File: src/rtl/axi4_stream_defrag_pkg.sv
// rtl/axi4_stream_defrag_pkg.sv - shared types and helpers for the stream defragmenter
// Purpose: FSM state type, width helpers and the tkeep popcount used by the
// defragmenter top and its byte packer.
package axi4_stream_defrag_pkg;

  typedef enum logic [1:0] {
    ACCUM = 2'd0,
    FLUSH = 2'd1,
    DROP  = 2'd2
  } state_e;

  // Widest tkeep the popcount helper handles (512-bit tdata).
  localparam int MAX_KEEP_W = 64;

  // Bytes per beat.
  function automatic int calc_bytes(input int data_width);
    return data_width / 8;
  endfunction

  // Bits needed to hold a per-beat byte count of 0..DATA_WIDTH_B.
  function automatic int calc_cnt_width(input int data_width);
    return $clog2(data_width / 8 + 1);
  endfunction

  function automatic int unsigned keep_popcount(input logic [MAX_KEEP_W-1:0] keep);
    int unsigned n;
    n = 0;
    for (int i = 0; i < MAX_KEEP_W; i++) begin
      if (keep[i]) n++;
    end
    return n;
  endfunction

endpackage

File: src/rtl/axi4_stream_if.sv
// rtl/axi4_stream_if.sv - AXI4-Stream bundle with master/slave modports
// Purpose: groups tdata/tkeep/tstrb/tvalid/tready/tlast/tid/tdest/tuser.
// master drives everything except tready; slave drives only tready.
interface axi4_stream_if #(
  parameter int DATA_WIDTH = 32,
  parameter int ID_WIDTH   = 1,
  parameter int DEST_WIDTH = 1,
  parameter int USER_WIDTH = 1
);
  localparam int KEEP_WIDTH = DATA_WIDTH / 8;

  logic [DATA_WIDTH-1:0] tdata;
  logic [KEEP_WIDTH-1:0] tkeep;
  logic [KEEP_WIDTH-1:0] tstrb;
  logic                  tvalid;
  logic                  tready;
  logic                  tlast;
  logic [ID_WIDTH-1:0]   tid;
  logic [DEST_WIDTH-1:0] tdest;
  logic [USER_WIDTH-1:0] tuser;

  modport master (output tdata, tkeep, tstrb, tvalid, tlast, tid, tdest, tuser,
                  input  tready);
  modport slave  (input  tdata, tkeep, tstrb, tvalid, tlast, tid, tdest, tuser,
                  output tready);
endinterface

File: src/rtl/axi4_stream_byte_packer.sv
// rtl/axi4_stream_byte_packer.sv - two-word byte holding buffer with append and shift
// Purpose: appends wr_bytes_i low bytes of wr_data_i at byte offset lvl, and
// drops the low word when shift_i is set; packet agnostic.
// Ports: clk_i/rst_i, wr_en_i/wr_data_i/wr_bytes_i (append), shift_i (pop one
// word), clear_i (empty the buffer), word_o (low word), lvl_o (bytes held).
module axi4_stream_byte_packer
  import axi4_stream_defrag_pkg::*;
#(
  parameter int DATA_WIDTH = 32
) (
  input  logic                                clk_i,
  input  logic                                rst_i,
  input  logic                                wr_en_i,
  input  logic [DATA_WIDTH-1:0]               wr_data_i,
  input  logic [calc_cnt_width(DATA_WIDTH)-1:0] wr_bytes_i,
  input  logic                                shift_i,
  input  logic                                clear_i,
  output logic [DATA_WIDTH-1:0]               word_o,
  output logic [calc_cnt_width(DATA_WIDTH)+1:0] lvl_o
);
  localparam int DATA_WIDTH_B   = calc_bytes(DATA_WIDTH);
  localparam int BYTE_CNT_WIDTH = calc_cnt_width(DATA_WIDTH);
  localparam int LVLW           = BYTE_CNT_WIDTH + 2;
  localparam int BUF_B          = 2 * DATA_WIDTH_B;

  logic [2*DATA_WIDTH-1:0] buf_q, buf_d, base, ins, bit_mask;
  logic [LVLW-1:0]         lvl_q, lvl_d, lvl_base;
  logic [BUF_B-1:0]        byte_mask;

  always_comb begin
    // A same-cycle shift happens first, so the append lands after the
    // remaining bytes (lvl - DATA_WIDTH_B).
    base      = shift_i ? (buf_q >> DATA_WIDTH) : buf_q;
    lvl_base  = shift_i ? (lvl_q - LVLW'(DATA_WIDTH_B)) : lvl_q;
    byte_mask = ((BUF_B'(1) << wr_bytes_i) - BUF_B'(1)) << lvl_base;
    bit_mask  = '0;
    for (int i = 0; i < BUF_B; i++) begin
      bit_mask[i*8 +: 8] = {8{byte_mask[i]}};
    end
    ins   = {{DATA_WIDTH{1'b0}}, wr_data_i} << {lvl_base, 3'b000};
    buf_d = base;
    lvl_d = lvl_base;
    if (wr_en_i) begin
      // Bytes beyond wr_bytes_i are masked so the buffer stays zero above lvl.
      buf_d = (base & ~bit_mask) | (ins & bit_mask);
      lvl_d = lvl_base + LVLW'(wr_bytes_i);
    end
    if (clear_i) begin
      buf_d = '0;
      lvl_d = '0;
    end
  end

  always_ff @(posedge clk_i) begin
    if (rst_i) begin
      buf_q <= '0;
      lvl_q <= '0;
    end else begin
      buf_q <= buf_d;
      lvl_q <= lvl_d;
    end
  end

  assign word_o = buf_q[DATA_WIDTH-1:0];
  assign lvl_o  = lvl_q;

endmodule

File: src/rtl/axi4_stream_pkt_defrag.sv
// rtl/axi4_stream_pkt_defrag.sv - rejoins stream fragments into packets with size limit
// Purpose: packs fragment bytes back together, regenerates tlast at the end of
// the final fragment, truncates packets above MAX_PKT_SIZE_B and drops the rest.
// Ports: clk_i/rst_i; pkt_i fragments (tuser[0] on tlast = final fragment);
// pkt_o packets (tuser[0] on tlast = truncated); pkt_cnt_o good packets;
// err_cnt_o truncated packets.
module axi4_stream_pkt_defrag
  import axi4_stream_defrag_pkg::*;
#(
  parameter int DATA_WIDTH     = 32,
  parameter int ID_WIDTH       = 1,
  parameter int DEST_WIDTH     = 1,
  parameter int USER_WIDTH     = 1,
  parameter int MAX_PKT_SIZE_B = 9600,
  parameter int PKT_SIZE_WIDTH = $clog2(MAX_PKT_SIZE_B)
) (
  input  logic          clk_i,
  input  logic          rst_i,
  axi4_stream_if.slave  pkt_i,
  axi4_stream_if.master pkt_o,
  output logic [31:0]   pkt_cnt_o,
  output logic [31:0]   err_cnt_o
);
  localparam int DATA_WIDTH_B   = calc_bytes(DATA_WIDTH);
  localparam int BYTE_CNT_WIDTH = calc_cnt_width(DATA_WIDTH);
  localparam int LVLW           = BYTE_CNT_WIDTH + 2;
  localparam int PBW            = PKT_SIZE_WIDTH + 1;
  localparam int SUMW           = PKT_SIZE_WIDTH + 2;
  localparam int KW1            = DATA_WIDTH_B + 1;
  localparam logic [SUMW-1:0] MAX_V = SUMW'(MAX_PKT_SIZE_B);
  localparam logic [LVLW-1:0] DWB_V = LVLW'(DATA_WIDTH_B);

  state_e                state_q, state_d;
  logic [PBW-1:0]        pkt_bytes_q, pkt_bytes_d;
  logic                  err_q, err_d, drop_pend_q, drop_pend_d, first_q, first_d;
  logic [ID_WIDTH-1:0]   tid_q, tid_d;
  logic [DEST_WIDTH-1:0] tdest_q, tdest_d;
  logic [31:0]           pkt_cnt_q, pkt_cnt_d, err_cnt_q, err_cnt_d;

  logic [LVLW-1:0]           lvl;
  logic [DATA_WIDTH-1:0]     buf_word;
  logic [BYTE_CNT_WIDTH-1:0] in_bytes;
  logic [MAX_KEEP_W-1:0]     keep_ext;
  logic [SUMW-1:0]           bytes_sum;
  logic [KW1-1:0]            keep_tmp;
  logic out_valid, out_last, out_fire, in_ready, in_fire, final_beat, oversize;
  logic wr_en, shift_en, clr_en;
  logic unused_in;

  axi4_stream_byte_packer #(.DATA_WIDTH(DATA_WIDTH)) u_packer (
    .clk_i      (clk_i),
    .rst_i      (rst_i),
    .wr_en_i    (wr_en),
    .wr_data_i  (pkt_i.tdata),
    .wr_bytes_i (in_bytes),
    .shift_i    (shift_en),
    .clear_i    (clr_en),
    .word_o     (buf_word),
    .lvl_o      (lvl)
  );

  always_comb begin
    keep_ext = '0;
    keep_ext[DATA_WIDTH_B-1:0] = pkt_i.tkeep;
    in_bytes   = pkt_i.tlast ? BYTE_CNT_WIDTH'(keep_popcount(keep_ext))
                             : BYTE_CNT_WIDTH'(DATA_WIDTH_B);
    bytes_sum  = SUMW'(pkt_bytes_q) + SUMW'(in_bytes);
    oversize   = bytes_sum > MAX_V;
    final_beat = pkt_i.tlast && pkt_i.tuser[0];
    out_last   = (state_q == FLUSH) && (lvl <= DWB_V);
    // A full word is held back in ACCUM so tlast can still be attached to it;
    // an error with nothing buffered still emits one empty tlast beat.
    out_valid  = (lvl > DWB_V) || ((state_q == FLUSH) && ((lvl != '0) || err_q));
    out_fire   = out_valid && pkt_o.tready;
    case (state_q)
      ACCUM:   in_ready = (lvl <= DWB_V) || out_fire;
      DROP:    in_ready = 1'b1;
      default: in_ready = 1'b0;
    endcase
    in_fire  = pkt_i.tvalid && in_ready;
    wr_en    = in_fire && (state_q == ACCUM) && !oversize;
    shift_en = out_fire && !out_last;
    // The tlast beat may hold fewer than a word; empty the buffer outright.
    clr_en   = out_fire && out_last;
    keep_tmp = (KW1'(1) << lvl) - KW1'(1);
  end

  always_comb begin
    state_d     = state_q;
    pkt_bytes_d = pkt_bytes_q;
    err_d       = err_q;
    drop_pend_d = drop_pend_q;
    first_d     = first_q;
    tid_d       = tid_q;
    tdest_d     = tdest_q;
    pkt_cnt_d   = pkt_cnt_q;
    err_cnt_d   = err_cnt_q;
    case (state_q)
      ACCUM: begin
        if (in_fire) begin
          if (first_q) begin
            tid_d   = pkt_i.tid;
            tdest_d = pkt_i.tdest;
            first_d = 1'b0;
          end
          if (oversize) begin
            err_d       = 1'b1;
            drop_pend_d = !final_beat;
            state_d     = FLUSH;
          end else begin
            pkt_bytes_d = PBW'(bytes_sum);
            if (final_beat) state_d = FLUSH;
          end
        end
      end
      FLUSH: begin
        if ((lvl == '0) && !err_q) begin
          // Empty packet: nothing to emit, nothing to count.
          state_d     = ACCUM;
          pkt_bytes_d = '0;
          first_d     = 1'b1;
        end else if (clr_en) begin
          if (err_q) err_cnt_d = err_cnt_q + 32'd1;
          else       pkt_cnt_d = pkt_cnt_q + 32'd1;
          pkt_bytes_d = '0;
          err_d       = 1'b0;
          drop_pend_d = 1'b0;
          first_d     = 1'b1;
          state_d     = drop_pend_q ? DROP : ACCUM;
        end
      end
      DROP: begin
        if (in_fire && final_beat) state_d = ACCUM;
      end
      default: state_d = ACCUM;
    endcase
  end

  always_ff @(posedge clk_i) begin
    if (rst_i) begin
      state_q     <= ACCUM;
      pkt_bytes_q <= '0;
      err_q       <= 1'b0;
      drop_pend_q <= 1'b0;
      first_q     <= 1'b1;
      tid_q       <= '0;
      tdest_q     <= '0;
      pkt_cnt_q   <= '0;
      err_cnt_q   <= '0;
    end else begin
      state_q     <= state_d;
      pkt_bytes_q <= pkt_bytes_d;
      err_q       <= err_d;
      drop_pend_q <= drop_pend_d;
      first_q     <= first_d;
      tid_q       <= tid_d;
      tdest_q     <= tdest_d;
      pkt_cnt_q   <= pkt_cnt_d;
      err_cnt_q   <= err_cnt_d;
    end
  end

  assign pkt_i.tready = in_ready;
  assign pkt_o.tdata  = buf_word;
  assign pkt_o.tkeep  = out_last ? keep_tmp[DATA_WIDTH_B-1:0] : '1;
  assign pkt_o.tstrb  = pkt_o.tkeep;
  assign pkt_o.tvalid = out_valid;
  assign pkt_o.tlast  = out_last;
  assign pkt_o.tid    = tid_q;
  assign pkt_o.tdest  = tdest_q;
  assign pkt_o.tuser  = USER_WIDTH'(out_last && err_q);
  assign pkt_cnt_o    = pkt_cnt_q;
  assign err_cnt_o    = err_cnt_q;

  assign unused_in = ^{pkt_i.tstrb, pkt_i.tuser, keep_tmp[DATA_WIDTH_B]};

endmodule

File: src/flat_wrapper.sv
// flat-port wrapper written by rule: the top's interface ports become plain ports
module axi4_stream_pkt_defrag_flat import axi4_stream_defrag_pkg::*;
#(
  parameter int DATA_WIDTH     = 32,
  parameter int ID_WIDTH       = 1,
  parameter int DEST_WIDTH     = 1,
  parameter int USER_WIDTH     = 1,
  parameter int MAX_PKT_SIZE_B = 9600,
  parameter int PKT_SIZE_WIDTH = $clog2(MAX_PKT_SIZE_B)
)
  (clk_i, rst_i, pkt_cnt_o, err_cnt_o, pkt_i_tdata, pkt_i_tkeep, pkt_i_tstrb, pkt_i_tvalid, pkt_i_tlast, pkt_i_tid, pkt_i_tdest, pkt_i_tuser, pkt_i_tready, pkt_o_tdata, pkt_o_tkeep, pkt_o_tstrb, pkt_o_tvalid, pkt_o_tlast, pkt_o_tid, pkt_o_tdest, pkt_o_tuser, pkt_o_tready);
  axi4_stream_if #(.DATA_WIDTH(DATA_WIDTH), .ID_WIDTH(ID_WIDTH), .DEST_WIDTH(DEST_WIDTH), .USER_WIDTH(USER_WIDTH)) pkt_i_i ();
  axi4_stream_if #(.DATA_WIDTH(DATA_WIDTH), .ID_WIDTH(ID_WIDTH), .DEST_WIDTH(DEST_WIDTH), .USER_WIDTH(USER_WIDTH)) pkt_o_i ();
  input  logic clk_i;
  input  logic rst_i;
  output logic [31:0] pkt_cnt_o;
  output logic [31:0] err_cnt_o;
  input wire logic [$bits(pkt_i_i.tdata)-1:0] pkt_i_tdata;
  input wire logic [$bits(pkt_i_i.tkeep)-1:0] pkt_i_tkeep;
  input wire logic [$bits(pkt_i_i.tstrb)-1:0] pkt_i_tstrb;
  input wire logic [$bits(pkt_i_i.tvalid)-1:0] pkt_i_tvalid;
  input wire logic [$bits(pkt_i_i.tlast)-1:0] pkt_i_tlast;
  input wire logic [$bits(pkt_i_i.tid)-1:0] pkt_i_tid;
  input wire logic [$bits(pkt_i_i.tdest)-1:0] pkt_i_tdest;
  input wire logic [$bits(pkt_i_i.tuser)-1:0] pkt_i_tuser;
  output wire logic [$bits(pkt_i_i.tready)-1:0] pkt_i_tready;
  output wire logic [$bits(pkt_o_i.tdata)-1:0] pkt_o_tdata;
  output wire logic [$bits(pkt_o_i.tkeep)-1:0] pkt_o_tkeep;
  output wire logic [$bits(pkt_o_i.tstrb)-1:0] pkt_o_tstrb;
  output wire logic [$bits(pkt_o_i.tvalid)-1:0] pkt_o_tvalid;
  output wire logic [$bits(pkt_o_i.tlast)-1:0] pkt_o_tlast;
  output wire logic [$bits(pkt_o_i.tid)-1:0] pkt_o_tid;
  output wire logic [$bits(pkt_o_i.tdest)-1:0] pkt_o_tdest;
  output wire logic [$bits(pkt_o_i.tuser)-1:0] pkt_o_tuser;
  input wire logic [$bits(pkt_o_i.tready)-1:0] pkt_o_tready;
  assign pkt_i_i.tdata = pkt_i_tdata;
  assign pkt_i_i.tkeep = pkt_i_tkeep;
  assign pkt_i_i.tstrb = pkt_i_tstrb;
  assign pkt_i_i.tvalid = pkt_i_tvalid;
  assign pkt_i_i.tlast = pkt_i_tlast;
  assign pkt_i_i.tid = pkt_i_tid;
  assign pkt_i_i.tdest = pkt_i_tdest;
  assign pkt_i_i.tuser = pkt_i_tuser;
  assign pkt_i_tready = pkt_i_i.tready;
  assign pkt_o_tdata = pkt_o_i.tdata;
  assign pkt_o_tkeep = pkt_o_i.tkeep;
  assign pkt_o_tstrb = pkt_o_i.tstrb;
  assign pkt_o_tvalid = pkt_o_i.tvalid;
  assign pkt_o_tlast = pkt_o_i.tlast;
  assign pkt_o_tid = pkt_o_i.tid;
  assign pkt_o_tdest = pkt_o_i.tdest;
  assign pkt_o_tuser = pkt_o_i.tuser;
  assign pkt_o_i.tready = pkt_o_tready;
  axi4_stream_pkt_defrag #(.DATA_WIDTH(DATA_WIDTH), .ID_WIDTH(ID_WIDTH), .DEST_WIDTH(DEST_WIDTH), .USER_WIDTH(USER_WIDTH), .MAX_PKT_SIZE_B(MAX_PKT_SIZE_B), .PKT_SIZE_WIDTH(PKT_SIZE_WIDTH)) u_core (.clk_i(clk_i), .rst_i(rst_i), .pkt_i(pkt_i_i), .pkt_o(pkt_o_i), .pkt_cnt_o(pkt_cnt_o), .err_cnt_o(err_cnt_o));
endmodule
File: config.mk
export PLATFORM = sky130hd
export DESIGN_NAME = axi4_stream_pkt_defrag_flat
export DESIGN_NICKNAME = d
export VERILOG_FILES = /design/src/rtl/axi4_stream_defrag_pkg.sv /design/src/rtl/axi4_stream_if.sv /design/src/rtl/axi4_stream_byte_packer.sv /design/src/rtl/axi4_stream_pkt_defrag.sv /design/src/flat_wrapper.sv
export SDC_FILE = /design/constraint.sdc
export NUM_CORES = 1
export LEC_CHECK = 0
export CAP_MARGIN = 5
export CORE_AREA = 2 2 196 198
export CTS_CLUSTER_DIAMETER = 120
export CTS_CLUSTER_SIZE = 16
export DETAILED_ROUTE_END_ITERATION = 8
export DIE_AREA = 0 0 198 200
export PLACE_DENSITY = 0.43
export SLEW_MARGIN = 20
export SYNTH_ARGS = -nofsm -noshare
export SYNTH_HDL_FRONTEND = slang
export SYNTH_SLANG_ARGS = --single-unit
export TNS_END_PERCENT = 100
File: constraint.sdc
create_clock -name clk_i -period 5.4 [get_ports clk_i]
set_input_delay 0.81 -clock clk_i [delete_from_list [all_inputs] [get_ports clk_i]]
set_output_delay 0.81 -clock clk_i [all_outputs]
set_load 0.01 [all_outputs]
# Word-level counts from Yosys, hierarchy flattened
# Index checks and enable logic that the tools add are counted.
totals:
  input_bits: 48
  regBits: 155
op_classes:
  shifts: 4
  n_reduce_logical: 31
  n_eq_ne: 10
  bitwise_logic: 6
  n_addsub: 10
  order_cmp: 3
  mux: 36
ops:
  columns: ["operator", "n"]
  rows:
  - ["$and 64x64->64", 2]
  - ["$mux 64", 2]
  - ["$add 32x1->32 const B", 2]
  - ["$not 64->64", 1]
  - ["$or 64x64->64", 1]
  - ["$shl 32x8->64", 1]
  - ["$mux 15", 4]
  - ["$pmux 15 s2", 1]
  - ["$add 15x3->16", 1]
  - ["$gt 16x14->1 const B", 1]
  - ["$mux 2", 8]
  - ["$reduce_and 4->1", 4]
  - ["$logic_and 1x1->1", 12]
  - ["$mux 1", 10]
  - ["$mux 5", 2]
  - ["$mux 3", 3]
  - ["$ne 2x1->1 const B", 4]
  - ["$pmux 1 s2", 4]
  - ["$shl 1x3->8 const A", 1]
  - ["$shl 8x5->8", 1]
  - ["$sub 8x2->8 const B", 1]
  - ["$pmux 2 s3", 1]
  - ["$reduce_and 3->1", 2]
  - ["$add 5x3->5", 1]
  - ["23 further kinds", 30]

# Logic depth before layout (Yosys ltp)
depth:
  depth_word: 15
  depth_mapped: 21
  depth_no_buf: 18

# Modules after synthesis
# A second synthesis with hierarchy kept.
unflattened:
  hier_cells: 1094
  hier_area_um2: 9032.4
by_module_without_submodules:
  columns: ["module", "area_per_inst_um2", "cells_each", "n_inst"]
  rows:
  - ["axi4_stream_byte_packer", 4584.4, 556, 1]
  - ["axi4_stream_pkt_defrag", 4448.0, 538, 1]

# Worst setup path before layout
# Ideal clock, no wire load.
synth_path:
  kind: "input port to flip-flop"
  from: "input port pkt_i_tkeep[0]"
  to: "register u_core.u_packer.buf_q[40]"
  cell_stages: 18
  path_slack_ps: 747
  path_buffers: 1
  arrival_ps: 4581
  required_ps: 5328
  setup_time_ps: 72
  path_cell_list: "inv_1 > ha_1 > xor2_1 > ha_1 > nand2_1 > xnor2_1 > and2_1 > clkbuf_1 > inv_1 > ha_1 > nand2b_4 > a2111oi_4 > and4_1 > a21oi_2 > a21oi_4 > nand3_4 > a2111oi_4 > mux2i_1"
synth_via:
  elab_chain_len: 15
  elab_cells_between_ends: 20
  cone_classes: "5 x add/sub; 1 x order compare; 2 x shift; 6 x mux; 4 x bitwise; 2 x reduce/logical"
synth_rtl:
  columns: ["item", "line_no", "source"]
  rows:
  - ["start, declared", "flat_wrapper.sv:19", "input wire logic [$bits(pkt_i_i.tkeep)-1:0] pkt_i_tkeep;"]
  - ["$mux 1 *", "axi4_stream_defrag_pkg.sv:29", "if (keep[i]) n++;"]
  - ["$add 1x1->2", "axi4_stream_defrag_pkg.sv:29", null]
  - ["$mux 2 *", "axi4_stream_defrag_pkg.sv:29", null]
  - ["$add 2x1->3", "axi4_stream_defrag_pkg.sv:29", null]
  - ["$mux 3 *", "axi4_stream_defrag_pkg.sv:29", null]
  - ["$add 3x1->3", "axi4_stream_defrag_pkg.sv:29", null]
  - ["$mux 3 *", "axi4_stream_defrag_pkg.sv:29", null]
  - ["$mux 3 *", "axi4_stream_pkt_defrag.sv:65", "in_bytes = pkt_i.tlast ? BYTE_CNT_WIDTH'(keep_popcount(keep_ext))"]
  - ["parallel branches: the longest is 6 deep, another holds $add 15x3->16", null, null]
  - ["$mux 64 *", "axi4_stream_byte_packer.sv:43", "if (wr_en_i) begin"]
  - ["end signal, assigned", "axi4_stream_byte_packer.sv:59", "buf_q <= buf_d;"]
  - ["end, declared", "axi4_stream_byte_packer.sv:26", "logic [2*DATA_WIDTH-1:0] buf_q, buf_d, base, ins, bit_mask;"]
# Every way passes the cells marked *.
# A chain may end at the register's enable or synchronous reset.

# Worst setup path after layout
layout_path:
  from: "input port pkt_i_tkeep[1]"
  to: "register u_core.u_packer.buf_q[20]"
layout_via:
  elab_chain_len: 13
  elab_cells_between_ends: 18
  cone_classes: "4 x add/sub; 1 x order compare; 2 x shift; 5 x mux; 4 x bitwise; 2 x reduce/logical"
layout_rtl:
  columns: ["item", "line_no"]
  rows:
  - ["$mux 2 *", "axi4_stream_defrag_pkg.sv:29"]
  - ["$add 2x1->3", "axi4_stream_defrag_pkg.sv:29"]
  - ["$mux 3 *", "axi4_stream_defrag_pkg.sv:29"]
  - ["$add 3x1->3", "axi4_stream_defrag_pkg.sv:29"]
  - ["$mux 3 *", "axi4_stream_defrag_pkg.sv:29"]
  - ["$mux 3 *", "axi4_stream_pkt_defrag.sv:65"]
  - ["parallel branches: the longest is 6 deep, another holds $add 15x3->16", null]
  - ["$mux 64 *", "axi4_stream_byte_packer.sv:43"]
# Marks and branches as above.

==> run_results.csv <==
group,metric,value,unit
outcome,status,"finished, final reports clean",
power_and_ir_drop,powerDensity,377,nW/um^2
yosys,synth_area_leaders,"dfxtp_1 33%, mux2i_1 8.1%, nor2_1 4.8%",
detailed_routing,routed_wl,30.2,mm
power_and_ir_drop,ir_worst_vdd,0.300,mV
yosys,synth_ff_type,"dfxtp_1",
power_and_ir_drop,p_comb_frac,0.434,
yosys,synth_area_leader_cell,"dfxtp_1",
power_and_ir_drop,p_seq_frac,0.300,
setup_path,critPathLaunchType,"primary input",
min_path,min-delay-start,"u_core.pkt_o.tdest",
setup_path,slowest_stage,"clkdlybuf4s50_1",
floorplanning,die_area,39600,um^2
place,io_buffers,153,
yosys,yosysMostFrequentCell,"dfxtp_1",
place,gp_congestion,0.792,
setup_path,reg2regPathDepth,11,
clock_network,cts_root_buf,"clkbuf_16",
timing,fin_crit_sh,0.902,
power_and_ir_drop,switching_share,0.397,
floorplanning,core.rowCount,71,
clock_network,htree_levels,4,
global_route,grt_pass1_wl,47.8,mm
yosys,synthTopCellsByCount,"155 x dfxtp_1, 118 x nor2_1, 89 x nand2_1",
global_route,grt_max_degree,78,
floorplanning,core,37400,um^2
yosys,syn-cell-area,9300,um^2
power_and_ir_drop,switchingPower,1.76,mW
setup_path,r2r-end,"u_core.u_packer.buf_q[33]",
power_and_ir_drop,p_int,2.68,mW
yosys,yosys_warnings,0,
setup_path,path_cells,"clkdlybuf4s50_1, inv_1, ha_1, xor2_1, ha_1, nand2_1, xnor2_1, and2_1, inv_1, ha_1, a21oi_2, buf_4, a21oi_4, nand3_1, xnor2_2, nand4_2, and3_1, and3_1, o31ai_1",
clock_network,cts_setup_buffers,0,
clock_network,ctsHoldBuffers,0,
power_and_ir_drop,leakage,4.19,nW
yosys,syn_nets,1190,
yosys,synth_top_area_frac,0.334,
yosys,synth_edf_count,0,
floorplanning,start_util,0.249,
detailed_routing,num_vias,8487,
timing,drv_slew,0,
timing,slew_headroom,0.415,
yosys,synthArstFlopShare,0,
setup_path,critical_path_arrival,5.22,ns
timing,setup_violations,0,
detailed_routing,post-route-drc-count,0,
setup_path,max_stage_delay,0.51,ns
yosys,yosysSeqAreaShare,0.334,
timing,max_clock_freq,205,MHz
floorplanning,die-height,200,um
min_path,min_path_type,"register to register",
place,hpwl,21.3,mm
global_route,overflow,0,
timing,rsz0062_at_grt,"no",
setup_path,cp_common_cell,"ha_1",
timing,hold_viol_final,0,
cells_and_area,fillerInstances,3971,
yosys,ys_ff_latch,155,
clock_network,cts.sink_count,155,
setup_path,crit_family,"simple AND/OR/NAND/NOR gates",
min_path,hold_end,"u_core.pkt_o.tdest",
detailed_routing,firstDrtPassIters,5,
timing,fin_setup_tns,0,ns
detailed_routing,routedWlPerCell,17.4,um
setup_path,cp_data_required_time,5.75,ns
global_route,first_global_vias,8377,
timing,period_needed,4.87,ns
setup_path,path_class,"primary input to register",
setup_path,path_max_fanout,8,
detailed_routing,drt_iter0_drc,440,
timing,fin_skew,0.0112,ns
setup_path,r2r-start,"u_core.u_packer.lvl_o[3]",
setup_path,cp.buffers_inverters,4,
cells_and_area,layout-drive-gt1-share,0.0921,
global_route,antenna_found_initial,1,
detailed_routing,vias_per_cell,4.88,
clock_network,path_clk_slew,0.07,ns
clock_network,clk_path_buf_depth,2,
timing,whs,0.464,ns
min_path,worstHoldPathCells,2,
clock_network,cts_resized,0,
clock_network,tritoncts,"yes",
floorplanning,die_w,198,um
global_route,grt_usage,0.155,
power_and_ir_drop,power.share.clock,0.266,
clock_network,clock_latency,0.44,ns
clock_network,cts_buffers,17,
run,drv_cap,0,
yosys,synth.distinct_cells,73,
floorplanning,num_io_pins,158,
cells_and_area,final_nets,1282,
setup_path,end_kind,"register",
timing,worst_pin_slew,0.878,ns
cells_and_area,synthToLayoutAreaGrowth,26.8,%
yosys,syn_inst,1124,
yosys,synth.avg_cell_area,8.27,um^2
detailed_routing,antenna_left,0,
setup_path,r2r_setup_slack,1.95,ns
## registers in the layout, indices dropped and copies added (netlist names)
signal and count:
u_core.drop_pend_q 1, u_core.err_cnt_o 32, u_core.err_q 1, u_core.first_q 1, u_core.pkt_bytes_q 15, u_core.pkt_cnt_o 32
u_core.pkt_o.tdest 1, u_core.pkt_o.tid 1, u_core.state_q 2, u_core.u_packer.buf_q 64, u_core.u_packer.lvl_o 5
## how the worst max path moves through the flow
stage / from / to / slack (ns) / depth (start not counted)
after floorplan: pkt_i_tkeep[0] / u_core.u_packer.buf_q[40] / 0.75 / 18
after global placement: pkt_i_tkeep[0] / u_core.u_packer.buf_q[41] / 0.04 / 19
after CTS: pkt_i_tkeep[1] / u_core.u_packer.buf_q[16] / 0.52 / 19
after global routing: pkt_i_tkeep[0] / u_core.u_packer.buf_q[20] / 0.15 / 19
final: pkt_i_tkeep[1] / u_core.u_packer.buf_q[20] / 0.53 / 19
after detailed placement: pkt_i_tkeep[0] / u_core.u_packer.buf_q[41] / 0.06 / 19
## kinds of logic after synthesis
group | synth area share
AO/OA/AOI/OAI | 0.167
adder cells (fa/ha/maj) | 0.0269
XOR/XNOR | 0.0645
AND/OR/NAND/NOR | 0.232
buffers and inverters | 0.0721
multiplexers | 0.104
flip-flops | 0.334
## through the flow
stage / instances / util / worst slack, ns / area (um^2) / total power [mW]
6_report: 1739 / 0.315 / 0.531 / 11800 / 4.44
3_5_place_dp: 1708 / 0.300 / 0.0636 / 11200 / 3.29
4_1_cts: 1738 / 0.315 / 0.521 / 11800 / 4.50
5_1_grt: 1738 / 0.315 / 0.152 / 11800 / 4.72
2_1_floorplan: 1124 / - / 0.747 / 9300 / 2.64
3_3_place_gp: 1708 / 0.300 / 0.0437 / 11200 / 3.28
## power groups by stage
stage / clock network [mW] / registers [mW] / logic (mW)
floorplan: 0 / 1.32 / 1.31
global placement: 0 / 1.36 / 1.92
detailed placement: 0 / 1.36 / 1.93
CTS: 1.22 / 1.34 / 1.94
global route: 1.26 / 1.35 / 2.11
finish: 1.18 / 1.33 / 1.93
## worst min-delay path, cell delays in order (launching register included)
cell,delay [ns]
dfxtp_1,0.32
nand2_1,0.05
a21oi_1,0.05
## layout by cell type (no fill, tap or decap), types with 9 or more instances in the layout
| master | Yosys | final |
|---|---|---|
| o31ai_1 | 18 | 18 |
| nand2_1 | 89 | 89 |
| and3_1 | 38 | 38 |
| xor2_1 | 47 | 47 |
| a31oi_1 | 14 | 14 |
| nand3_1 | 53 | 53 |
| a311oi_1 | 9 | 9 |
| dfxtp_1 | 155 | 153 |
| inv_1 | 19 | 19 |
| mux2i_1 | 75 | 75 |
| a22o_1 | 9 | 9 |
| nand4_1 | 43 | 43 |
| nor2_1 | 118 | 118 |
| o21ai_0 | 56 | 55 |
| buf_4 | 36 | 32 |
| nor3_1 | 22 | 22 |
| or3_1 | 11 | 11 |
| a21oi_1 | 61 | 60 |
| clkbuf_16 | 0 | 17 |
| clkdlybuf4s50_1 | 0 | 152 |
| ha_1 | 16 | 16 |
| mux2_2 | 19 | 19 |
| xnor2_1 | 17 | 17 |
| and2_1 | 10 | 10 |
## per-layer routing
metal  GRT usage  vias to the layer above  routed length, um
met2       0.243                      217              13200
met3      0.0512                       32               2220
li1            -                     4203                  -
met1       0.202                     4035              14200
met4      0.0487                        0                544
met5           0                        -                  0
## area by class of cell
| cell class | instances | area, um^2 | share of cell area |
|---|---|---|---|
| Multi-Input combinational cell | 832 | 5550 | 0.471 |
| Sequential cell | 155 | 3110 | 0.263 |
| Timing Repair Buffer | 190 | 1870 | 0.158 |
| Tap cell | 511 | 639 | 0.0542 |
| Clock buffer | 20 | 457 | 0.0387 |
| Clock inverter | 10 | 95.1 | 0.00807 |
| Inverter | 20 | 75.1 | 0.00637 |
| Antenna cell | 1 | 2.50 | 0.000212 |
No activity file was read; power rests on OpenSTA's default activity.
